`src/rtl/bypass_ctrl_pipeline_pkg.sv`:
```
// ---------------------------------------------------------------------------
// BypassTypes
//   Shared types for the bypass control pipeline.
//   - laneWidth() : lane index width derivation ($clog2, minimum 1)
//   - LANE_W      : lane field width for the default lane count
//   - BypassStage : which pipeline level supplies the operand (EX / WB)
//   - BypassCtrl  : {valid, stage, lane} select for the bypass data muxes
//   Optional feature macro used by the design: BYPASS_WB_STAGE_EN.
// ---------------------------------------------------------------------------
package BypassTypes;

  localparam int DEFAULT_LANES  = 2;
  localparam int DEFAULT_PREG_W = 7;

  function automatic int laneWidth(input int lanes);
    return (lanes > 1) ? $clog2(lanes) : 1;
  endfunction

  // The lane field of BypassCtrl is sized for DEFAULT_LANES. Builds with a
  // larger lane count must raise DEFAULT_LANES so the field stays wide enough.
  localparam int LANE_W = laneWidth(DEFAULT_LANES);

  typedef enum logic {
    STAGE_EX = 1'b0,
    STAGE_WB = 1'b1
  } BypassStage;

  typedef struct packed {
    logic              valid;
    BypassStage        stage;
    logic [LANE_W-1:0] lane;
  } BypassCtrl;

endpackage

```
`src/rtl/bypass_ctrl_pipeline_if.sv`:
```
// ---------------------------------------------------------------------------
// bypass_ctrl_pipeline_if
//   Bundles the register-read stage inputs and the registered bypass selects.
//   There is no valid/ready handshake on this bus: every cycle carries one
//   issue group; stall holds all state and outputs, flush empties them.
//   Signals:
//     stall, flush        pipeline control
//     srcA/srcB[LANES]    consumer source register numbers (RR stage)
//     readA/readB[LANES]  operand is actually read
//     dst[LANES]          producer destination register number (RR stage)
//     writeReg[LANES]     lane writes dst
//     ctrlA/ctrlB[LANES]  registered BypassCtrl per operand (EX stage)
//   Modports: master = register-read stage side, slave = bypass controller.
// ---------------------------------------------------------------------------
interface bypass_ctrl_pipeline_if
  import BypassTypes::*;
#(
  parameter int LANES  = DEFAULT_LANES,
  parameter int PREG_W = DEFAULT_PREG_W
);

  logic                          stall;
  logic                          flush;
  logic [LANES-1:0][PREG_W-1:0]  srcA;
  logic [LANES-1:0][PREG_W-1:0]  srcB;
  logic [LANES-1:0]              readA;
  logic [LANES-1:0]              readB;
  logic [LANES-1:0][PREG_W-1:0]  dst;
  logic [LANES-1:0]              writeReg;
  BypassCtrl [LANES-1:0]         ctrlA;
  BypassCtrl [LANES-1:0]         ctrlB;

  modport master (
    output stall, flush, srcA, srcB, readA, readB, dst, writeReg,
    input  ctrlA, ctrlB
  );

  modport slave (
    input  stall, flush, srcA, srcB, readA, readB, dst, writeReg,
    output ctrlA, ctrlB
  );

endinterface

```
`src/rtl/bypass_ctrl_pipeline_match_unit.sv`:
```
// ---------------------------------------------------------------------------
// bypass_match_unit
//   Combinational comparison of one consumer source register against both
//   producer levels. Any P1 (EX) hit beats any P2 (WB) hit; within a level
//   the lowest lane index wins. No hit (or operand not read) gives all zero.
//   Ports:
//     srcReg, readEn     consumer operand number and its read flag
//     p1Valid, p1Dst     distance-1 producers, one per lane
//     p2Valid, p2Dst     distance-2 producers, one per lane
//     ctrl               resulting BypassCtrl
// ---------------------------------------------------------------------------
module bypass_match_unit
  import BypassTypes::*;
#(
  parameter int LANES  = DEFAULT_LANES,
  parameter int PREG_W = DEFAULT_PREG_W
) (
  input  logic [PREG_W-1:0]             srcReg,
  input  logic                          readEn,
  input  logic [LANES-1:0]              p1Valid,
  input  logic [LANES-1:0][PREG_W-1:0]  p1Dst,
  input  logic [LANES-1:0]              p2Valid,
  input  logic [LANES-1:0][PREG_W-1:0]  p2Dst,
  output BypassCtrl                     ctrl
);

  always_comb begin
    ctrl = '0;
    if (readEn) begin
      // Scan the older level first and the younger level last, each from the
      // highest lane down, so the final assignment is the winning hit.
      for (int l = LANES - 1; l >= 0; l--) begin
        if (p2Valid[l] && (p2Dst[l] == srcReg)) begin
          ctrl.valid = 1'b1;
          ctrl.stage = STAGE_WB;
          ctrl.lane  = LANE_W'(l);
        end
      end
      for (int l = LANES - 1; l >= 0; l--) begin
        if (p1Valid[l] && (p1Dst[l] == srcReg)) begin
          ctrl.valid = 1'b1;
          ctrl.stage = STAGE_EX;
          ctrl.lane  = LANE_W'(l);
        end
      end
    end
  end

endmodule

```
`src/rtl/bypass_ctrl_pipeline.sv`:
```
// ---------------------------------------------------------------------------
// bypass_ctrl_pipeline
//   Tracks destination registers of in-flight producers (P1 = EX distance,
//   P2 = WB distance), compares RR-stage consumer sources against them and
//   registers a per-operand bypass select for the EX stage one cycle later.
//   Ports:
//     clk   rising-edge clock
//     rst   asynchronous active-low reset, clears all state immediately
//     bus   bypass_ctrl_pipeline_if.slave (stall, flush, RR inputs, ctrl out)
//   Optional feature: BYPASS_WB_STAGE_EN builds the P2 level and reports WB
//   hits; without it only P1 hits are reported and stage is always EX, so
//   distance-2 dependences rely on a write-before-read register file.
// ---------------------------------------------------------------------------
module bypass_ctrl_pipeline
  import BypassTypes::*;
#(
  parameter int LANES  = DEFAULT_LANES,
  parameter int PREG_W = DEFAULT_PREG_W
) (
  input  logic                   clk,
  input  logic                   rst,
  bypass_ctrl_pipeline_if.slave  bus
);

  logic [LANES-1:0]              p1Valid;
  logic [LANES-1:0][PREG_W-1:0]  p1Dst;
  logic [LANES-1:0]              p2Valid;
  logic [LANES-1:0][PREG_W-1:0]  p2Dst;

  BypassCtrl [LANES-1:0]         nextA;
  BypassCtrl [LANES-1:0]         nextB;
  BypassCtrl [LANES-1:0]         ctrlAQ;
  BypassCtrl [LANES-1:0]         ctrlBQ;

  // Distance-1 producer level. Same-cycle RR producers never feed the match
  // units; the scheduler keeps dependent instructions out of one group.
  always_ff @(posedge clk or negedge rst) begin
    if (!rst) begin
      p1Valid <= '0;
      p1Dst   <= '0;
    end else if (bus.flush) begin
      p1Valid <= '0;
    end else if (!bus.stall) begin
      p1Valid <= bus.writeReg;
      p1Dst   <= bus.dst;
    end
  end

`ifdef BYPASS_WB_STAGE_EN
  // Distance-2 producer level: P1 ages into P2 on every non-stalled edge.
  always_ff @(posedge clk or negedge rst) begin
    if (!rst) begin
      p2Valid <= '0;
      p2Dst   <= '0;
    end else if (bus.flush) begin
      p2Valid <= '0;
    end else if (!bus.stall) begin
      p2Valid <= p1Valid;
      p2Dst   <= p1Dst;
    end
  end
`else
  // No WB level: the match units see an empty P2 and never report WB.
  assign p2Valid = '0;
  assign p2Dst   = '0;
`endif

  for (genvar g = 0; g < LANES; g++) begin : gen_match
    bypass_match_unit #(
      .LANES  (LANES),
      .PREG_W (PREG_W)
    ) u_match_a (
      .srcReg  (bus.srcA[g]),
      .readEn  (bus.readA[g]),
      .p1Valid (p1Valid),
      .p1Dst   (p1Dst),
      .p2Valid (p2Valid),
      .p2Dst   (p2Dst),
      .ctrl    (nextA[g])
    );

    bypass_match_unit #(
      .LANES  (LANES),
      .PREG_W (PREG_W)
    ) u_match_b (
      .srcReg  (bus.srcB[g]),
      .readEn  (bus.readB[g]),
      .p1Valid (p1Valid),
      .p1Dst   (p1Dst),
      .p2Valid (p2Valid),
      .p2Dst   (p2Dst),
      .ctrl    (nextB[g])
    );
  end

  // Output registers: the only path from the RR inputs to the EX-stage
  // selects, so there is no combinational input-to-output path.
  always_ff @(posedge clk or negedge rst) begin
    if (!rst) begin
      ctrlAQ <= '0;
      ctrlBQ <= '0;
    end else if (bus.flush) begin
      ctrlAQ <= '0;
      ctrlBQ <= '0;
    end else if (!bus.stall) begin
      ctrlAQ <= nextA;
      ctrlBQ <= nextB;
    end
  end

  assign bus.ctrlA = ctrlAQ;
  assign bus.ctrlB = ctrlBQ;

endmodule

```
`src/flat_wrapper.sv`:
```
// flat-port wrapper written by rule: the top's interface ports become plain ports
module bypass_ctrl_pipeline_flat import BypassTypes::*;
#(
  parameter int LANES  = DEFAULT_LANES,
  parameter int PREG_W = DEFAULT_PREG_W
)
  (clk, rst, bus_stall, bus_flush, bus_srcA, bus_srcB, bus_readA, bus_readB, bus_dst, bus_writeReg, bus_ctrlA, bus_ctrlB);
  bypass_ctrl_pipeline_if #(.LANES(LANES), .PREG_W(PREG_W)) bus_i ();
  input  logic clk;
  input  logic rst;
  input wire logic [$bits(bus_i.stall)-1:0] bus_stall;
  input wire logic [$bits(bus_i.flush)-1:0] bus_flush;
  input wire logic [$bits(bus_i.srcA)-1:0] bus_srcA;
  input wire logic [$bits(bus_i.srcB)-1:0] bus_srcB;
  input wire logic [$bits(bus_i.readA)-1:0] bus_readA;
  input wire logic [$bits(bus_i.readB)-1:0] bus_readB;
  input wire logic [$bits(bus_i.dst)-1:0] bus_dst;
  input wire logic [$bits(bus_i.writeReg)-1:0] bus_writeReg;
  output wire logic [$bits(bus_i.ctrlA)-1:0] bus_ctrlA;
  output wire logic [$bits(bus_i.ctrlB)-1:0] bus_ctrlB;
  assign bus_i.stall = bus_stall;
  assign bus_i.flush = bus_flush;
  assign bus_i.srcA = bus_srcA;
  assign bus_i.srcB = bus_srcB;
  assign bus_i.readA = bus_readA;
  assign bus_i.readB = bus_readB;
  assign bus_i.dst = bus_dst;
  assign bus_i.writeReg = bus_writeReg;
  assign bus_ctrlA = bus_i.ctrlA;
  assign bus_ctrlB = bus_i.ctrlB;
  bypass_ctrl_pipeline #(.LANES(LANES), .PREG_W(PREG_W)) u_core (.clk(clk), .rst(rst), .bus(bus_i));
endmodule
```
`config.mk`:
```
export PLATFORM = sky130hd
export DESIGN_NAME = bypass_ctrl_pipeline_flat
export DESIGN_NICKNAME = d
export VERILOG_FILES = /design/src/rtl/bypass_ctrl_pipeline_pkg.sv /design/src/rtl/bypass_ctrl_pipeline_if.sv /design/src/rtl/bypass_ctrl_pipeline_match_unit.sv /design/src/rtl/bypass_ctrl_pipeline.sv /design/src/flat_wrapper.sv
export SDC_FILE = /design/constraint.sdc
export NUM_CORES = 1
export LEC_CHECK = 0
export ABC_AREA = 1
export CAP_MARGIN = 5
export CORE_AREA = 2 2 77 79
export DETAILED_ROUTE_END_ITERATION = 12
export DIE_AREA = 0 0 79 81
export PLACE_DENSITY = 0.71
export REMOVE_ABC_BUFFERS = 1
export SLEW_MARGIN = 0
export SYNTH_ARGS = -nofsm -noshare
export SYNTH_HDL_FRONTEND = slang
export SYNTH_SLANG_ARGS = --single-unit
```
`constraint.sdc`:
```
create_clock -name clk -period 3.3 [get_ports clk]
set_input_delay 0.66 -clock clk [delete_from_list [all_inputs] [get_ports clk]]
set_output_delay 0.66 -clock clk [all_outputs]
set_load 0.01 [all_outputs]
```
Word level (Yosys, flattened, before mapping)
Index checks and enable logic that the tools add are counted.
- shifts and indexed selects: 0
- eq/ne operators: 9
- bitwise logic cells: 2
- muxes and demuxes: 18
- order comparisons: 0
- divide/modulo/power cells: 0
- multipliers: 0
- add/sub/neg operators: 0
- reductions and logical operators: 9
- operators with widths (operator ; number):
    7-bit == test ; 8
    3-bit two-way mux ; 12
    6-bit two-way mux ; 4
    1-bit logical AND ; 8
    2-bit two-way mux ; 2
    2-bit by 1-bit inequality test with 1-bit output (second input constant) ; 1
    1-bit inverter ; 2
    2-bit AND reduction ; 1
- ROM bits: 0
- bits in latches: 0
- output and inout port bits: 12
- memories: 0
- logic and storage cells: 53
- register bits: 28
- bits in writable memories: 0
- input bits: 52

Longest topological paths before layout
Gate-level depths: netlist (run 1).
- word-level depth: 7
- mapped depth: 11
- depth with buffers taken out: 10

Hierarchy
Synthesis (run 1) repeated with hierarchy kept, for this count alone.
- cells, all modules: 758
- area total of the unflattened synthesis: 3757.4 sq um
- modules (own cells, without submodules) (module ; area an instance (sq um) ; cells an instance ; seq. area each (sq um) ; instances):
    bypass_match_unit ; 659.4 ; 159 ; 0.0 ; 4
    bypass_ctrl_pipeline ; 1119.8 ; 122 ; 700.7 ; 1

Worst setup path after synthesis (run 1)
Ideal clock, no wire load.
- path type: input port to flip-flop
- start: in bus_stall
- end: reg u_core.ctrlBQ (netlist bit u_core.bus.ctrlB[3])
- path buffers: 0
- stages on the path: 9
- library setup time: 0.065 ns
- data arrival time: 1.293 ns
- path slack: 1.941 ns
- required time: 3.235 ns
- path through: inv_1 nand2_2 nor2_1 nand2_1 nor2_1 inv_1 nor2_1 nand2_1 nand2_1
- cells in the longest elaborated chain, start to end: 1
- ends and longest elaborated chain (what ; RTL line ; text):
    start: declaration ; flat_wrapper.sv:11 ; input wire logic [$bits(bus_i.stall)-1:0] bus_stall;
    2-bit by 1-bit inequality test with 1-bit output (no line) ; -- ;
    end signal: assignment ; bypass_ctrl_pipeline.sv:107 ; ctrlBQ <= nextB;
    end: declaration ; bypass_ctrl_pipeline.sv:33 ; BypassCtrl [LANES-1:0] ctrlBQ;
Every way passes these cells.
A chain may end at the register's enable or synchronous reset.

Worst setup path in the final report (run 1)
- start: in bus_flush
- end: reg u_core.p1Dst[1] (netlist bit)
- cells in the longest elaborated chain, start to end: 2
- ends and longest elaborated chain (what ; RTL line ; text):
    start: declaration ; flat_wrapper.sv:12 ; input wire logic [$bits(bus_i.flush)-1:0] bus_flush;
    1-bit inverter (no line) ; -- ;
    2-bit AND reduction (no line) ; -- ;
    end signal: assignment ; bypass_ctrl_pipeline.sv:45 ; p1Dst <= bus.dst;
    end: declaration ; bypass_ctrl_pipeline.sv:26 ; logic [LANES-1:0][PREG_W-1:0] p1Dst;
Every way passes these cells.

==> impl_metrics.toml, run 1 <==
[logic_synthesis]
syn_inst = 355
post-synth-top-area-cell = "nand2_1"
synth-seq-cells = 24
synth_adder_area_share_pct = 0
avgSynthCellArea_um2 = 5.65
synth_area_mm2 = 0.00200
seq_area_frac_synth_pct = 30.0
synth_cell_types = 21
synthTopCellsByArea = "nand2_1, dfrtp_1, inv_1, nor2_1, o21ai_0"
synth_top_family_by_area = "simple AND/OR/NAND/NOR gates"
synth-simple-area-share_pct = 46.1
synth_top_area_share_pct = 30.5
synth-compound-area-share_pct = 7.12
synthMuxAreaShare_pct = 0
synthXorXnorAreaFrac_pct = 3.50
synth_warnings = 0

[floorplan]
start_util_pct = 35.3
rows = 28
io-pin-count = 64
coreArea_mm2 = 0.00568
die_area_mm2 = 0.00640
die_y_um = 81
die_w_um = 79

[cts]
cts_max_path_buffers = 2
clk_latency_ns = 0.27
numCtsBuffers = 3
postCtsSetupRepairBufs = 0
cts_resized = 0
cts.sinks = 24
ctsRootBufferMaster = "clkbuf_8"
clk_transition_reported_paths_ns = 0.09
cts_hold_buffers = 0
htreeDepth = 1
cts_tree = "built"

[sta]
setup_slack_ns = 1.43
final.setup_skew_ns = 0.00205
fin_crit_ns = 1.87
fin_setup_tns_ns = 0
timing.final.crit_share_pct = 56.6
max_freq_ghz = 0.536
rsz0062_at_grt = "false"
drv_slew = 0
slew_headroom_pct = 49.4
hold_viol_final = 0
setup_viol = 0
worst_pin_slew_ns = 0.758

[drt]
wirelength_um = 6000
wl_per_cell_um = 12.3
dr.pass1.iters = 5
drt.antenna.violating_nets = 0
via_count = 2293
drc = 0
drt-initial-drc-count = 193
via_per_inst = 4.69

[cells_and_area]
syn2layout_area_growth_pct = 36.2
drive_above_1_share_pct = 3.86
seqCellArea_um2 = 601
final_cells = 489
num-fill-cells = 618
nets = 467
multi_input_area_mm2 = 0.00115
antenna_cells = 0

[place]
place_hpwl_um = 4900
port_buffers = 59
routabilityCongestion = 0.903
post-place-ws_ns = 1.11
dp.cells = 485

[worst_setup_path]
startpoint_type = "input pin"
crit_path_frequent_cell = "inv_1"
crit_fanout = 30
crit_path_max_incr_delay_ns = 0.57
end_kind = "register"
cp.required_ns = 3.43
critPathArrivalTime_ns = 2.00
cp_slowest_cell = "inv_1"
crit_type = "input pin to register"
cp_cell_sequence = "clkdlybuf4s50_1 > inv_1 > nand2_2 > inv_1 > o21ai_0"

[grt]
grt_pass1_vias = 2252
grt-ovfl-total = 0
grt_pass1_wl_um = 9990
grt_usage_pct = 20.0
grt_max_degree = 31
antenna_found_initial = 0

[status]
status = "finished, final reports clean"

[pwr]
irDropWorstVdd_uv = 158
powerDensity_mw_per_mm2 = 334
p_total_mw = 0.913
p_leak_nw = 1.42

[job]
max_cap_viol_count = 0

[worst_hold_path]
hp-class = "register to register"
==> cell families (layout without fill, tap and decap cells) <==
logic type      count (synthesis)  after routing
compound gates                 27             27
xor+xnor                        8              8
buf+inv                        65            121
flops                          24             24
other cells                     1              4
simple gates                  230            230
==> synth_stat cells <==
library cell	count
nand2_1	163
inv_1	52
nor2_1	34
dfrtp_1	24
o21ai_0	19
nand3_1	17
nand4_1	6
a21oi_1	5
inv_2	5
nor2_2	5
xnor2_1	5
buf_4	4
and2_1	3
o211ai_1	3
xor2_1	3
buf_2	2
clkbuf_1	1
clkbuf_2	1
conb_1	1
nand2_2	1
or2_0	1
==> critical path: cells and delay by family <==
| family | cells | cell delay [ns] |
|---|---|---|
| simple gates | 1 | 0.08 |
| buf+inv | 3 | 1.08 |
| compound gates | 1 | 0.18 |
==> report_power, final <==
part	internal, mW	leakage (nW)	switching [mW]
Combinational	0.126	1.07	0.160
Sequential	0.317	0.311	0.0426
Clock	0.162	0.0357	0.105
Total	0.606	1.42	0.307
==> stage by stage <==
stage                     cell area (µm²)  utilization [%]  hold WS [ns]
after global routing                 2730             48.1         0.519
after floorplan                      1970                -         0.364
after CTS                            2730             48.1         0.494
after global placement               2660             46.8         0.463
after detailed placement             2660             46.8         0.468
final                                2730             48.1         0.486
==> final timing paths <==
check | from | endpoint | slack [ns] | cells after the start
min reg2reg | u_core.bus.ctrlA[3]$_DFFE_PN0P_ | u_core.bus.ctrlA[3]$_DFFE_PN0P_ | 0.49 | 2
min | u_core.bus.ctrlA[3]$_DFFE_PN0P_ | u_core.bus.ctrlA[3]$_DFFE_PN0P_ | 0.49 | 2
min in group asynchronous | rst | u_core.p1Dst[8]$_DFFE_PN0P_ | 0.74 | 2
max reg2reg | u_core.p1Dst[6]$_DFFE_PN0P_ | u_core.bus.ctrlB[3]$_DFFE_PN0P_ | 1.94 | 7
max | bus_flush | u_core.p1Dst[1]$_DFFE_PN0P_ | 1.43 | 5
max in group asynchronous | rst | u_core.bus.ctrlB[3]$_DFFE_PN0P_ | 2.30 | 2
==> cells in the final DEF (no fill, tap or decap), types with 3 or more instances in the layout <==
master / instances
a21oi_1: 5
and2_1: 3
clkbuf_8: 3
clkdlybuf4s50_1: 59
conb_1: 4
dfrtp_1: 24
inv_1: 52
inv_2: 5
nand2_1: 163
nand3_1: 17
nand4_1: 6
nor2_1: 34
nor2_2: 5
o211ai_1: 3
o21ai_0: 19
xnor2_1: 5
xor2_1: 3
==> layout make-up <==
cell class	instances	share of cell area (%)
clock inverters	1	1.10
clock buffers	3	1.51
flip-flops and latches	24	22.0
repair buffers	60	21.9
well taps	75	3.44
inverters	57	7.84
multi-input cells	269	42.2
==> registers in the layout (all words and copies together) (netlist names) <==
register	cells
u_core.p1Dst	14
u_core.bus.ctrlA	4
u_core.p1Valid	2
u_core.bus.ctrlB	4
==> metal layers <==
layer | vias to the layer above | GRT usage (%) | wire length, µm
li1 | 1175 | - | -
met1 | 1028 | 25.3 | 2580
met2 | 80 | 35.9 | 2910
met3 | 10 | 2.44 | 415
met4 | 0 | 5.69 | 91
met5 | - | 0 | 0
(Power assumes the default switching activity.)
==> run 2: changes to the inputs <==
PLACE_DENSITY = 0.73   (was 0.71)
clock period = 1.53 ns   (was 3.3 ns; I/O delays follow)
==> impl_metrics.toml, run 2 (synthesis gave the netlist of run 1 again) <==
[worst_setup_path]
cp_slowest_cell = "clkdlybuf4s50_1"
crit_fanout = 2
reg2reg_depth = 7
cp_cell_sequence = "clkdlybuf4s50_1"
crit_family = "buffers and inverters"
crit_type = "register to output pin"
timing.rr.end = "u_core.bus.ctrlB[3]$_DFFE_PN0P_"
end_kind = "output pin"
path_buf_inv = 1
cp.required_ns = 1.22
r2r-start = "u_core.p1Dst[6]$_DFFE_PN0P_"
r2r_slack_ns = 0.23
startpoint_type = "register"
crit_path_max_incr_delay_ns = 0.54
crit_start = "u_core.bus.ctrlA[2]$_DFFE_PN0P_"
critPathArrivalTime_ns = 1.18

[cells_and_area]
layout_common_cells = "nand2_1, clkdlybuf4s50_1, inv_1"
final_common_cell = "nand2_1"
largest_reg_flops = 14
antenna_cells = 0
syn2layout_area_growth_pct = 39.1
fin_area_mm2 = 0.00279
regMostFlops = "u_core.p1Dst"
multi_input_area_mm2 = 0.00115
seqCellArea_um2 = 601
num-fill-cells = 614
nets = 472
drive_above_1_share_pct = 5.01

[floorplan]
die_area_mm2 = 0.00640
die_w_um = 79
io-pin-count = 64
start_util_pct = 35.3
coreArea_mm2 = 0.00568
rows = 28
die_y_um = 81

[grt]
grt_pass1_vias = 2267
antenna_found_initial = 0
grt_max_degree = 31
grt_usage_pct = 20.5
grt_pass1_wl_um = 10200
grt-ovfl-total = 0

[place]
routabilityCongestion = 0.907
port_buffers = 59
placed_cell_area_mm2 = 0.00271
place_hpwl_um = 4900
post-place-ws_ns = -0.0528

[pwr]
p_comb_share_pct = 31.7
p_int_mw = 1.32
swShare_pct = 33.7
powerDensity_mw_per_mm2 = 713
p_sw_mw = 0.670
irDropWorstVdd_uv = 308
p_leak_nw = 1.50
pwr-share-seq_pct = 39.3
power_frac_clock_pct = 28.9

[sta]
final.setup_skew_ns = 0.00545
timing.final.crit_share_pct = 97.1
rsz0062_at_grt = "false"
setup_viol = 0
drv_slew = 0
setup_slack_ns = 0.0436
max_freq_ghz = 0.673
fin_crit_ns = 1.49
hold_viol_final = 0

[drt]
via_per_inst = 4.76
drt.antenna.violating_nets = 0
drc = 0
dr.pass1.iters = 5
via_count = 2350
wl_per_cell_um = 12.4
wirelength_um = 6140
drt-initial-drc-count = 122

[cts]
cts_max_path_buffers = 2
cts.sinks = 24
htreeDepth = 1
numCtsBuffers = 3
clk_transition_reported_paths_ns = 0.09
ctsRootBufferMaster = "clkbuf_8"
cts_hold_buffers = 0
clk_latency_ns = 0.28
cts_tree = "built"

[worst_hold_path]
hp-class = "input pin to async pin"

[status]
status = "finished, final reports clean"

[job]
max_cap_viol_count = 0
==> run 2: changes by cell type in the layout (fill, tap and decap cells not counted) <==
cell / before / now
buf_12: 0 / 1
buf_4: 1 / 5
clkdlybuf4s50_1: 59 / 56
dlymetal6s2s_1: 0 / 3
==> run 2: metrics by stage <==
stage          utilization (%)  total power, mW  hold WS [ns]  cells  TNS [ns]
3_3_place_gp              47.7             1.41         0.465    490    -0.105
4_1_cts                   49.0             2.00         0.398    494         0
6_report                  49.1             1.99         0.395    494         0
5_1_grt                   49.1             2.13         0.431    494         0
3_5_place_dp              47.7             1.42         0.471    490    -0.119
2_1_floorplan                -             1.11        0.0104    350         0
==> run 2: timing repair <==
item | CTS | global route
buffers inserted | 0 | 0
gates resized for setup | 0 | 3
endpoints found under the setup margin | 0 | 3
==> run 2: power by group through the flow <==
stage | sequential, mW | clock, mW | combinational (mW)
2_1_floorplan | 0.752 | 0 | 0.354
3_3_place_gp | 0.788 | 0 | 0.620
3_5_place_dp | 0.788 | 0 | 0.627
4_1_cts | 0.778 | 0.592 | 0.632
5_1_grt | 0.789 | 0.622 | 0.718
6_report | 0.782 | 0.575 | 0.630
==> run 2: cell type report <==
class	instances	area share [%]
well taps	75	3.37
inverters	57	7.68
flip-flops and latches	24	21.5
clock inverters	1	1.08
multi-input cells	269	41.3
clock buffers	3	1.48
repair buffers	65	23.5
==> run 2: how the worst max path moves through the flow <==
| stage | end | slack (ns) | depth (start not counted) |
|---|---|---|---|
| finish | bus_ctrlA[2] | 0.04 | 1 |
| CTS | bus_ctrlA[0] | 0.01 | 1 |
| floorplan | u_core.p1Dst[0]$_DFFE_PN0P_ | 0.41 | 4 |
| global placement | u_core.bus.ctrlB[3]$_DFFE_PN0P_ | -0.06 | 10 |
| global route | bus_ctrlB[2] | 0.0001 | 1 |
| detailed placement | u_core.bus.ctrlB[3]$_DFFE_PN0P_ | -0.05 | 10 |
==> run 2: routing by layer <==
layer	routed length (µm)	up-vias	part of all wire (%)	GRT usage [%]
li1	-	1187	-	-
met1	2600	1073	42	25.0
met2	2960	79	48	36.9
met3	461	11	7.5	3.44
met4	115	0	1.9	6.38
met5	0	-	0	0
